**config.mk**
```make
export PLATFORM = sky130hd
export DESIGN_NAME = lsu_bus_bridge_flat
export DESIGN_NICKNAME = d
export VERILOG_FILES = /design/src/rtl/lsu_bus_bridge_pkg.sv /design/src/rtl/lsu_bus_bridge_if.sv /design/src/rtl/lsu_lane_align.sv /design/src/rtl/lsu_bus_bridge.sv /design/src/flat_wrapper.sv
export SDC_FILE = /design/constraint.sdc
export NUM_CORES = 1
export LEC_CHECK = 0
export BUFFER_PORTS_ARGS = -buffer_cell sky130_fd_sc_hd__buf_2
export CORE_ASPECT_RATIO = 0.7
export CORE_UTILIZATION = 53
export DETAILED_ROUTE_END_ITERATION = 6
export GPL_TIMING_DRIVEN = 0
export PLACE_DENSITY = 0.85
export SLEW_MARGIN = 20
export SYNTH_ARGS = -nofsm -noshare
export SYNTH_HDL_FRONTEND = slang
export SYNTH_SLANG_ARGS = --single-unit
```
**constraint.sdc**
```tcl
create_clock -name clk -period 4.9 [get_ports clk]
set_clock_uncertainty 0.05 [all_clocks]
set_input_delay 0 -clock clk [delete_from_list [all_inputs] [get_ports clk]]
set_output_delay 0 -clock clk [all_outputs]
set_load 0.02 [all_outputs]
```
**src/rtl/lsu_bus_bridge_pkg.sv**
```systemverilog
// Shared types for the load/store bridge: funct3 size codes, fault codes and FSM states.
// size_legal() is the single definition of which sizes a given bus width can carry.
package lsu_pkg;

  localparam logic [2:0] SZ_B  = 3'b000;
  localparam logic [2:0] SZ_H  = 3'b001;
  localparam logic [2:0] SZ_W  = 3'b010;
  localparam logic [2:0] SZ_D  = 3'b011;
  localparam logic [2:0] SZ_BU = 3'b100;
  localparam logic [2:0] SZ_HU = 3'b101;
  localparam logic [2:0] SZ_WU = 3'b110;

  typedef enum logic [1:0] {
    FLT_MISALIGN = 2'b00,
    FLT_ILLSIZE  = 2'b01,
    FLT_BUSERR   = 2'b10,
    FLT_TIMEOUT  = 2'b11
  } fault_e;

  typedef enum logic [1:0] {
    ST_IDLE = 2'b00,
    ST_ADDR = 2'b01,
    ST_DATA = 2'b10,
    ST_RESP = 2'b11
  } state_e;

  function automatic logic size_legal(input logic [2:0] sz, input int data_w);
    case (sz)
      SZ_B, SZ_H, SZ_W, SZ_BU, SZ_HU: return 1'b1;
      SZ_D, SZ_WU:                    return (data_w == 64);
      default:                        return 1'b0;
    endcase
  endfunction

endpackage

```
**src/rtl/lsu_bus_bridge_if.sv**
```systemverilog
// Core-side and bus-side bundles of the load/store bridge.
// The core is master of lsu_core_if; the bridge is master of lsu_mem_if.
interface lsu_core_if #(parameter int ADDR_W = 32, parameter int DATA_W = 32);
  logic              req_valid;
  logic              req_we;
  logic [ADDR_W-1:0] req_addr;
  logic [DATA_W-1:0] req_wdata;
  logic [2:0]        req_size;
  logic              stall;
  logic              rsp_valid;
  logic [DATA_W-1:0] rsp_rdata;
  logic              fault;
  logic [1:0]        fault_code;

  modport master (output req_valid, req_we, req_addr, req_wdata, req_size,
                  input  stall, rsp_valid, rsp_rdata, fault, fault_code);
  modport slave  (input  req_valid, req_we, req_addr, req_wdata, req_size,
                  output stall, rsp_valid, rsp_rdata, fault, fault_code);
endinterface

interface lsu_mem_if #(parameter int ADDR_W = 32, parameter int DATA_W = 32);
  logic                bus_valid;
  logic                bus_ready;
  logic                bus_we;
  logic [ADDR_W-1:0]   bus_addr;
  logic [DATA_W-1:0]   bus_wdata;
  logic [DATA_W/8-1:0] bus_be;
  logic                bus_rvalid;
  logic [DATA_W-1:0]   bus_rdata;
  logic                bus_err;

  modport master (output bus_valid, bus_we, bus_addr, bus_wdata, bus_be,
                  input  bus_ready, bus_rvalid, bus_rdata, bus_err);
  modport slave  (input  bus_valid, bus_we, bus_addr, bus_wdata, bus_be,
                  output bus_ready, bus_rvalid, bus_rdata, bus_err);
endinterface

```
**src/rtl/lsu_lane_align.sv**
```systemverilog
// Combinational byte-lane steering: store shift and byte enables, load extract and
// sign/zero extension, plus the size legality and alignment checks.
module lsu_lane_align
  import lsu_pkg::*;
#(
  parameter  int DATA_W = 32,
  localparam int BE_W   = DATA_W / 8,
  localparam int OFF_W  = $clog2(BE_W)
) (
  input  logic [2:0]        i_size,
  input  logic [OFF_W-1:0]  i_off,
  input  logic [DATA_W-1:0] i_wdata,
  input  logic [DATA_W-1:0] i_rdata,
  output logic              o_illegal,
  output logic              o_misalign,
  output logic [DATA_W-1:0] o_wdata,
  output logic [BE_W-1:0]   o_be,
  output logic [DATA_W-1:0] o_rdata
);

  logic [BE_W-1:0]   w_mask;
  logic [OFF_W-1:0]  w_amask;
  logic [DATA_W-1:0] w_keep;
  logic [DATA_W-1:0] w_rshift;
  logic              w_sign_bit;
  logic              w_sign;

  assign w_rshift = i_rdata >> {i_off, 3'b000};

  // Size 11 on a 32-bit bus is flagged illegal, so its all-ones values never reach the bus.
  always_comb begin
    w_mask     = '0;
    w_amask    = '0;
    w_keep     = '0;
    w_sign_bit = 1'b0;
    case (i_size[1:0])
      2'd0: begin
        w_mask     = BE_W'(1);
        w_amask    = '0;
        w_keep     = DATA_W'(8'hFF);
        w_sign_bit = w_rshift[7];
      end
      2'd1: begin
        w_mask     = BE_W'(3);
        w_amask    = OFF_W'(1);
        w_keep     = DATA_W'(16'hFFFF);
        w_sign_bit = w_rshift[15];
      end
      2'd2: begin
        w_mask     = BE_W'(15);
        w_amask    = OFF_W'(3);
        w_keep     = DATA_W'(32'hFFFF_FFFF);
        w_sign_bit = w_rshift[31];
      end
      default: begin
        w_mask     = {BE_W{1'b1}};
        w_amask    = OFF_W'(7);
        w_keep     = '1;
        w_sign_bit = w_rshift[DATA_W-1];
      end
    endcase
  end

  assign w_sign     = ~i_size[2] & w_sign_bit;
  assign o_rdata    = (w_rshift & w_keep) | ({DATA_W{w_sign}} & ~w_keep);
  assign o_wdata    = i_wdata << {i_off, 3'b000};
  assign o_be       = w_mask << i_off;
  assign o_illegal  = ~size_legal(i_size, DATA_W);
  assign o_misalign = |(i_off & w_amask);

endmodule

```
**src/rtl/lsu_bus_bridge.sv**
```systemverilog
// Stalls the core while one load/store runs over a valid/ready bus with wait states,
// reporting misalignment, illegal size, bus error and timeout as faults.
//
// state | meaning
// IDLE  | waiting for req_valid; stall follows req_valid
// ADDR  | bus_valid high, waiting for bus_ready
// DATA  | request accepted, waiting for bus_rvalid
// RESP  | one-cycle rsp_valid, core commits
module lsu_bus_bridge
  import lsu_pkg::*;
#(
  parameter int ADDR_W  = 32,
  parameter int DATA_W  = 32,
  parameter int TIMEOUT = 16
) (
  input logic       clk,
  input logic       reset,
  lsu_core_if.slave core,
  lsu_mem_if.master mem
);

  localparam int BE_W  = DATA_W / 8;
  localparam int OFF_W = $clog2(BE_W);
  localparam int TMO_W = $clog2(TIMEOUT + 1);

  state_e            r_state;
  logic [TMO_W-1:0]  r_tmo;
  logic              r_bus_valid;
  logic              r_bus_we;
  logic [ADDR_W-1:0] r_bus_addr;
  logic [DATA_W-1:0] r_bus_wdata;
  logic [BE_W-1:0]   r_bus_be;
  logic              r_rsp_valid;
  logic [DATA_W-1:0] r_rsp_rdata;
  logic              r_fault;
  fault_e            r_fault_code;

  logic              w_illegal;
  logic              w_misalign;
  logic [DATA_W-1:0] w_wdata_sh;
  logic [BE_W-1:0]   w_be;
  logic [DATA_W-1:0] w_rdata_ext;
  logic [DATA_W-1:0] w_rsp_data;
  logic              w_tmo_hit;

  // The core holds its request while stalled, so the live offset also steers the read data.
  lsu_lane_align #(.DATA_W(DATA_W)) u_align (
    .i_size     (core.req_size),
    .i_off      (core.req_addr[OFF_W-1:0]),
    .i_wdata    (core.req_wdata),
    .i_rdata    (mem.bus_rdata),
    .o_illegal  (w_illegal),
    .o_misalign (w_misalign),
    .o_wdata    (w_wdata_sh),
    .o_be       (w_be),
    .o_rdata    (w_rdata_ext)
  );

  assign w_rsp_data = (mem.bus_err | core.req_we) ? '0 : w_rdata_ext;
  assign w_tmo_hit  = (r_tmo == TMO_W'(TIMEOUT - 1));

  always_ff @(posedge clk or negedge reset) begin
    if (!reset) begin
      r_state      <= ST_IDLE;
      r_tmo        <= '0;
      r_bus_valid  <= 1'b0;
      r_bus_we     <= 1'b0;
      r_bus_addr   <= '0;
      r_bus_wdata  <= '0;
      r_bus_be     <= '0;
      r_rsp_valid  <= 1'b0;
      r_rsp_rdata  <= '0;
      r_fault      <= 1'b0;
      r_fault_code <= FLT_MISALIGN;
    end else begin
      case (r_state)
        ST_IDLE: begin
          if (core.req_valid) begin
            if (w_illegal || w_misalign) begin
              r_state      <= ST_RESP;
              r_rsp_valid  <= 1'b1;
              r_rsp_rdata  <= '0;
              r_fault      <= 1'b1;
              r_fault_code <= w_illegal ? FLT_ILLSIZE : FLT_MISALIGN;
            end else begin
              r_state     <= ST_ADDR;
              r_tmo       <= '0;
              r_bus_valid <= 1'b1;
              r_bus_we    <= core.req_we;
              r_bus_addr  <= {core.req_addr[ADDR_W-1:OFF_W], {OFF_W{1'b0}}};
              r_bus_wdata <= w_wdata_sh;
              r_bus_be    <= w_be;
            end
          end
        end
        ST_ADDR: begin
          r_tmo <= r_tmo + TMO_W'(1);
          if (mem.bus_ready && mem.bus_rvalid) begin
            r_state      <= ST_RESP;
            r_bus_valid  <= 1'b0;
            r_rsp_valid  <= 1'b1;
            r_rsp_rdata  <= w_rsp_data;
            r_fault      <= mem.bus_err;
            r_fault_code <= FLT_BUSERR;
          end else if (w_tmo_hit) begin
            r_state      <= ST_RESP;
            r_bus_valid  <= 1'b0;
            r_rsp_valid  <= 1'b1;
            r_rsp_rdata  <= '0;
            r_fault      <= 1'b1;
            r_fault_code <= FLT_TIMEOUT;
          end else if (mem.bus_ready) begin
            r_state     <= ST_DATA;
            r_bus_valid <= 1'b0;
          end
        end
        ST_DATA: begin
          r_tmo <= r_tmo + TMO_W'(1);
          if (mem.bus_rvalid) begin
            r_state      <= ST_RESP;
            r_rsp_valid  <= 1'b1;
            r_rsp_rdata  <= w_rsp_data;
            r_fault      <= mem.bus_err;
            r_fault_code <= FLT_BUSERR;
          end else if (w_tmo_hit) begin
            r_state      <= ST_RESP;
            r_rsp_valid  <= 1'b1;
            r_rsp_rdata  <= '0;
            r_fault      <= 1'b1;
            r_fault_code <= FLT_TIMEOUT;
          end
        end
        default: begin
          r_state      <= ST_IDLE;
          r_rsp_valid  <= 1'b0;
          r_rsp_rdata  <= '0;
          r_fault      <= 1'b0;
          r_fault_code <= FLT_MISALIGN;
        end
      endcase
    end
  end

  assign core.stall      = (r_state == ST_IDLE) ? core.req_valid : (r_state != ST_RESP);
  assign core.rsp_valid  = r_rsp_valid;
  assign core.rsp_rdata  = r_rsp_rdata;
  assign core.fault      = r_fault;
  assign core.fault_code = r_fault_code;
  assign mem.bus_valid   = r_bus_valid;
  assign mem.bus_we      = r_bus_we;
  assign mem.bus_addr    = r_bus_addr;
  assign mem.bus_wdata   = r_bus_wdata;
  assign mem.bus_be      = r_bus_be;

endmodule

```
**src/flat_wrapper.sv**
```systemverilog
// flat-port wrapper written by rule: the top's interface ports become plain ports
module lsu_bus_bridge_flat import lsu_pkg::*;
#(
  parameter int ADDR_W  = 32,
  parameter int DATA_W  = 32,
  parameter int TIMEOUT = 16
)
  (clk, reset, core_req_valid, core_req_we, core_req_addr, core_req_wdata, core_req_size, core_stall, core_rsp_valid, core_rsp_rdata, core_fault, core_fault_code, mem_bus_valid, mem_bus_we, mem_bus_addr, mem_bus_wdata, mem_bus_be, mem_bus_ready, mem_bus_rvalid, mem_bus_rdata, mem_bus_err);
  lsu_core_if #(.ADDR_W(ADDR_W), .DATA_W(DATA_W)) core_i ();
  lsu_mem_if #(.ADDR_W(ADDR_W), .DATA_W(DATA_W)) mem_i ();
  input logic clk;
  input logic reset;
  input wire logic [$bits(core_i.req_valid)-1:0] core_req_valid;
  input wire logic [$bits(core_i.req_we)-1:0] core_req_we;
  input wire logic [$bits(core_i.req_addr)-1:0] core_req_addr;
  input wire logic [$bits(core_i.req_wdata)-1:0] core_req_wdata;
  input wire logic [$bits(core_i.req_size)-1:0] core_req_size;
  output wire logic [$bits(core_i.stall)-1:0] core_stall;
  output wire logic [$bits(core_i.rsp_valid)-1:0] core_rsp_valid;
  output wire logic [$bits(core_i.rsp_rdata)-1:0] core_rsp_rdata;
  output wire logic [$bits(core_i.fault)-1:0] core_fault;
  output wire logic [$bits(core_i.fault_code)-1:0] core_fault_code;
  output wire logic [$bits(mem_i.bus_valid)-1:0] mem_bus_valid;
  output wire logic [$bits(mem_i.bus_we)-1:0] mem_bus_we;
  output wire logic [$bits(mem_i.bus_addr)-1:0] mem_bus_addr;
  output wire logic [$bits(mem_i.bus_wdata)-1:0] mem_bus_wdata;
  output wire logic [$bits(mem_i.bus_be)-1:0] mem_bus_be;
  input wire logic [$bits(mem_i.bus_ready)-1:0] mem_bus_ready;
  input wire logic [$bits(mem_i.bus_rvalid)-1:0] mem_bus_rvalid;
  input wire logic [$bits(mem_i.bus_rdata)-1:0] mem_bus_rdata;
  input wire logic [$bits(mem_i.bus_err)-1:0] mem_bus_err;
  assign core_i.req_valid = core_req_valid;
  assign core_i.req_we = core_req_we;
  assign core_i.req_addr = core_req_addr;
  assign core_i.req_wdata = core_req_wdata;
  assign core_i.req_size = core_req_size;
  assign core_stall = core_i.stall;
  assign core_rsp_valid = core_i.rsp_valid;
  assign core_rsp_rdata = core_i.rsp_rdata;
  assign core_fault = core_i.fault;
  assign core_fault_code = core_i.fault_code;
  assign mem_bus_valid = mem_i.bus_valid;
  assign mem_bus_we = mem_i.bus_we;
  assign mem_bus_addr = mem_i.bus_addr;
  assign mem_bus_wdata = mem_i.bus_wdata;
  assign mem_bus_be = mem_i.bus_be;
  assign mem_i.bus_ready = mem_bus_ready;
  assign mem_i.bus_rvalid = mem_bus_rvalid;
  assign mem_i.bus_rdata = mem_bus_rdata;
  assign mem_i.bus_err = mem_bus_err;
  lsu_bus_bridge #(.ADDR_W(ADDR_W), .DATA_W(DATA_W), .TIMEOUT(TIMEOUT)) u_core (.clk(clk), .reset(reset), .core(core_i), .mem(mem_i));
endmodule
```
**Word level (Yosys, flattened, before mapping)**

Cells that the tools add are included.

- Bits in writable memories: 0
- Register bits after elaboration: 111
- Memories kept: 0
- Word-level logic and storage cells: 101
- Bits in latches: 0
- Bits in read-only memories: 0
- Output and inout bits: 107

- Add/subtract/negate cells: 1
- Multipliers: 0
- Bitwise operators: 10
- Reductions and logical operators: 15
- Order comparisons: 0
- Shifts and indexed selects: 3
- Muxes and demuxes: 47
- Divide/modulo/power cells: 0
- Eq/ne operators: 14

Operator list:

| cell | count |
|---|---|
| 32-bit two-way mux | 6 |
| 32-bit case mux with 3 select lines | 1 |
| 32-bit bitwise AND | 2 |
| 32-bit case mux with 2 select lines | 1 |
| 32-bit NOT | 1 |
| 32-bit bitwise OR | 1 |
| 32-bit by 5-bit << shifter with 32-bit output | 1 |
| 32-bit by 5-bit right shift with 32-bit output | 1 |
| 2-bit two-way mux | 12 |
| 1-bit two-way mux | 16 |
| 2-bit case mux with 3 select lines | 2 |
| 5-bit two-way mux | 2 |
| 5-bit case mux with 2 select lines | 1 |
| 3-bit AND reduction | 3 |
| 4-bit case mux with 2 select lines | 1 |
| 3-bit equality test, second input constant | 2 |
| 2-bit != test, second input constant | 3 |
| 1-bit case mux with 3 select lines | 2 |
| 5-bit by 1-bit adder with 5-bit output, second input constant | 1 |
| 5-bit by 4-bit equality test with 1-bit output, second input constant | 1 |
| 5-bit OR reduction | 1 |
| 2-bit by 1-bit equality test with 1-bit output, second input constant | 2 |
| 2-bit logical NOT | 2 |
| 4-bit by 2-bit != test with 1-bit output, second input constant | 1 |
| other kinds (19) | 24 |

**Depth between registers and ports, before layout**

- Word-level depth: 8
- Mapped depth: 9
- Depth with buffers taken out: 6

**Modules after synthesis**

A second synthesis with hierarchy kept.

- Cell total of the unflattened synthesis: 516
- Area, all modules: 6042.0 µm²

By module, submodules not included:

| module | sequential area each (µm²) | area each (µm²) | cells an instance | instances |
|---|---|---|---|---|
| lsu_bus_bridge | 2777.7 | 4558.1 | 306 | 1 |
| lsu_lane_align | 0.0 | 1483.9 | 210 | 1 |

**Least setup slack after synthesis**

No wires, ideal clock.

- Kind: flip-flop to flip-flop
- Start point: reg u_core.r_state[0]
- End point: reg u_core.r_bus_wdata[13], in the netlist u_core.mem.bus_wdata[13]
- Arrival: 1.859 ns
- Stages on the path, launching flop included: 9
- Required time: 4.725 ns
- Path slack: 2.867 ns
- Clock period less this slack: 2.033 ns
- Setup time: 0.125 ns
- Path through: dfrtp_1 inv_1 ha_1 buf_2 inv_1 nor4_4 buf_4 buf_6 mux2_2

- Word-level cells in the longest chain between the ends: 2

Ends and longest elaborated chain:

| element | line | RTL |
|---|---|---|
| start, declared | lsu_bus_bridge.sv:26 | `state_e r_state;` |
| start signal, assigned | lsu_bus_bridge.sv:64 | `r_state <= ST_IDLE;` |
| start signal, assigned | lsu_bus_bridge.sv:80 | `r_state <= ST_RESP;` |
| start signal, assigned | lsu_bus_bridge.sv:86 | `r_state <= ST_ADDR;` |
| 2-bit logical NOT | lsu_bus_bridge.sv:76 | `case (r_state)` |
| 3-bit AND reduction (no line) | n/a |  |
| end signal, assigned | lsu_bus_bridge.sv:91 | `r_bus_wdata <= w_wdata_sh;` |
| end, declared | lsu_bus_bridge.sv:31 | `logic [DATA_W-1:0] r_bus_wdata;` |

Every way passes these cells.
A chain may end at the register's enable or synchronous reset.

**Worst setup path after layout**

- Start point: reg u_core.r_tmo[0]
- End point: reg u_core.r_rsp_rdata[11], in the netlist u_core.core.rsp_rdata[11]

- Word-level cells in the longest chain between the ends: 4
- Elaborated cells on any way between the ends: 5
- Classes of those cells: eq/ne: 1; mux: 4

Ends and longest elaborated chain:

| element | line | RTL |
|---|---|---|
| start, declared | lsu_bus_bridge.sv:27 | `logic [TMO_W-1:0] r_tmo;` |
| start signal, assigned | lsu_bus_bridge.sv:97 | `r_tmo <= r_tmo + TMO_W'(1);` |
| start signal, assigned | lsu_bus_bridge.sv:118 | `r_tmo <= r_tmo + TMO_W'(1);` |
| 5-bit by 4-bit equality test with 1-bit output (*) | lsu_bus_bridge.sv:60 | `assign w_tmo_hit = (r_tmo == TMO_W'(TIMEOUT - 1));` |
| 32-bit two-way mux (*) | n/a |  |
| 32-bit two-way mux (on tied branches) | n/a |  |
| 32-bit case mux with 3 select lines (*) | n/a |  |
| end signal, assigned | lsu_bus_bridge.sv:102 | `r_rsp_rdata <= w_rsp_data;` |
| end signal, assigned | lsu_bus_bridge.sv:122 | `r_rsp_rdata <= w_rsp_data;` |
| end, declared | lsu_bus_bridge.sv:34 | `logic [DATA_W-1:0] r_rsp_rdata;` |

Every way passes the cells marked *; elsewhere a longest branch is shown, timed or not.

==> flow_metrics.py <==
metrics = {
    "synthesis": {
        "syn_avg_cell_area_sq_um": 10.9,
        "synth_edf_count": 0,
        "syn_inst": 519,
        "ys_seq_area_share_pct": 49.1,
        "ys_warn_count": 0,
        "ys.flop_type": "dfrtp_1",
        "ys_ff_latch": 111,
        "ys_async_sr_fraction_pct": 100,
        "netlist_area_sq_mm": 0.00566,
        "yosysUniqueCellTypes": 46,
    },
    "placed_design": {
        "dp_hpwl_mm": 12.8,
        "post-place-ws_ps": 2360,
        "gp_congestion": 0.907,
        "port-buffer-count": 206,
        "placed_area_sq_mm": 0.00689,
    },
    "die": {
        "core_area_sq_mm": 0.0104,
        "die_w_um": 126,
        "rows": 31,
        "initial_core_util_pct": 54.7,
        "dieArea_sq_mm": 0.0111,
        "die_height_um": 88.5,
        "ios": 213,
    },
    "run_status": {
        "violations": "design-rule violations",
        "status": "complete, but fails checks",
    },
    "worst_setup_path": {
        "critPathArrivalTime_ps": 2900,
        "startpoint_type": "flip-flop",
        "worstSetupEndpointType": "flip-flop",
        "crit_path_frequent_cell": "ha_1",
        "slowest_stage": "o31ai_1",
        "max_stage_delay_ps": 770,
        "crit_chain": "ha_1, and3_1, ha_1, buf_1, o31ai_1, buf_2, a22o_1",
        "worstSetupPathType": "flip-flop to flip-flop",
        "required_ps": 5130,
        "cp_max_fo": 10,
    },
    "sta": {
        "fin_ws_ps": 2230,
        "fin_crit_sh_pct": 54.5,
        "setup_viol": 0,
        "rsz0062_at_grt": "no",
        "period_minus_slack_ps": 2670,
        "hold_ws_ps": 21.3,
        "max_freq_ghz": 0.374,
        "final.setup.tns_ps": 0,
        "final_max_slew_viol_count": 0,
        "max_slew_margin_pct": 43.1,
        "hold_violations": 0,
        "worstMarginPinSlew_ps": 847,
    },
    "pwr": {
        "comb_power_share_pct": 44.8,
        "worst_ir_drop_vdd_uv": 379,
        "leakage_nw": 3.89,
        "switchingPower_mw": 1.64,
        "p_seq_share_pct": 36.9,
        "power_density_mw_per_mm2": 512,
        "internal-power_mw": 2.30,
        "p_sw_share_pct": 41.6,
        "clkPwrFrac_pct": 18.3,
    },
    "clock_network": {
        "ctsLongestPathBuffers": 2,
        "cts_sinks": 111,
        "cts_buffers": 9,
        "worstSkewPairLatency_ps": 350,
        "cts.clk_slew.worst_paths_ps": 70,
        "cts_tree": "yes",
        "cts_resized": 0,
        "clockRootBuffer": "clkbuf_16",
        "htree_levels": 3,
    },
    "finish": {
        "n_fill_cell": 698,
        "drive_gt1_share_pct": 36.6,
        "final_common_cell": "buf_2",
        "layout_common_cells": "227 x buf_2, 111 x dfrtp_1, 50 x dlygate4sd3_1",
        "syn2layout_area_growth_pct": 35.8,
        "nNetsFinal": 901,
        "multi_input_area_sq_mm": 0.00260,
        "register_area_sq_mm": 0.00278,
        "n_antenna_cell": 0,
        "fin_area_sq_mm": 0.00769,
        "final_util_pct": 74.2,
    },
    "global_routing": {
        "grt_pass1_wl_mm": 27.4,
        "groute.usage.overall_pct": 32.3,
        "grt_overflow": 0,
        "grt_max_degree": 70,
        "antenna_found_initial": 1,
        "grt_pass1_vias": 5284,
    },
    "route": {
        "final_antenna_net_count": 0,
        "vias_per_cell": 5.89,
        "first_iter_violations": 558,
        "wl_mm": 18.2,
        "via_count": 5447,
        "post_drt_wl_per_cell_um": 19.7,
        "drc": 16,
        "drt_pass1_iterations": 7,
    },
    "hold_path": {
        "hold_class": "input port to flip-flop",
    },
    "flow_run": {
        "cap_violations": 0,
    },
}
[final cells by class]
type | count | area share, %
buffer | 43 | 3.06
inverter | 14 | 0.684
timing repair buffer | 257 | 20.4
sequential | 111 | 36.1
clock buffer | 11 | 3.29
tap | 132 | 2.15
clock inverter | 5 | 0.505
multi-input combinational | 352 | 33.8
[synth_stat cells, types with 5 or more instances]
cell	number	area share [%]
clkbuf_1	9	0.60
nor2_1	39	2.6
dfrtp_1	111	49
nor3_1	5	0.44
nand2_1	26	1.7
ha_1	7	1.5
nand2b_1	6	0.66
a211oi_1	12	1.6
mux2_2	30	6.0
buf_4	6	0.80
nand3_1	8	0.71
a22o_1	10	1.5
a32o_1	24	4.2
nor2b_1	16	1.8
mux2i_1	34	6.0
inv_1	14	0.93
o21ai_0	31	2.7
a21oi_1	40	3.5
buf_2	22	1.9
a21o_1	6	0.80
mux2_1	22	4.4
a211o_1	8	1.2
[worst max-delay path, delay by kind of cell (launching register included)]
kind	cells	cell delay [ps]
compound gates	2	950
fa+ha+maj	2	420
buf+inv	2	570
flops	1	440
simple gates	1	170
[path summary, 6_finish.rpt]
kind	endpoint	from	cells past startpoint	slack [ps]
hold / removal	u_core.core.rsp_rdata[27]	mem_bus_rdata[27]	4	20
setup / recovery	u_core.core.rsp_rdata[11]	u_core.r_tmo[0]	7	2230
min in group asynchronous	u_core.mem.bus_wdata[27]	reset	2	90
max in group asynchronous	u_core.mem.bus_addr[25]	reset	3	4040
setup reg to reg	u_core.core.rsp_rdata[11]	u_core.r_tmo[0]	7	2230
hold reg to reg	u_core.r_tmo[4]	u_core.r_tmo[4]	1	430
[cell families (layout without fill, tap and decap cells)]
logic type	Yosys count	count (layout)	synth area share, %
compound gates	150	150	18.6
simple gates	106	106	8.86
mux	87	87	16.8
flops	111	111	49.1
buf+inv	57	330	5.08
other cells	1	2	0.0662
fa+ha+maj	7	7	1.55
[power groups by stage]
stage	logic (mW)	clock network [mW]	registers, mW
after floorplan	0.699	0	1.82
after global placement	1.64	0	1.43
after detailed placement	1.70	0	1.46
after CTS	1.74	0.733	1.44
after global routing	1.88	0.767	1.49
final	1.76	0.721	1.45
[metal layers]
metal / vias up / global-route usage [%] / share of wire, %
li1: 2429 / - / -
met1: 2646 / 41.8 / 41
met2: 332 / 54.0 / 47
met3: 38 / 8.59 / 9.9
met4: 2 / 9.76 / 1.8
met5: - / 0 / 0.071
[flip-flops by register name, summed over array words and instances, names as in the netlist]
register                count
u_core.mem.bus_be           4
u_core.core.fault           1
u_core.r_tmo                5
u_core.core.rsp_rdata      32
u_core.mem.bus_valid        1
u_core.mem.bus_addr        30
u_core.r_state              2
u_core.core.fault_code      2
u_core.mem.bus_we           1
u_core.core.rsp_valid       1
u_core.mem.bus_wdata       32
[metrics by stage]
| stage | instances | power, mW |
|---|---|---|
| after detailed placement | 859 | 3.16 |
| after floorplan | 520 | 2.52 |
| final | 925 | 3.94 |
| after CTS | 925 | 3.92 |
| after global placement | 858 | 3.07 |
| after global routing | 925 | 4.14 |
[repair_timing]
| item | in CTS | in global routing |
|---|---|---|
| hold buffers | 50 | 0 |
| buffers inserted | 0 | 0 |
| hold endpoints to repair | 160 | 0 |
Note: power is estimated with default switching activity, not from simulation.
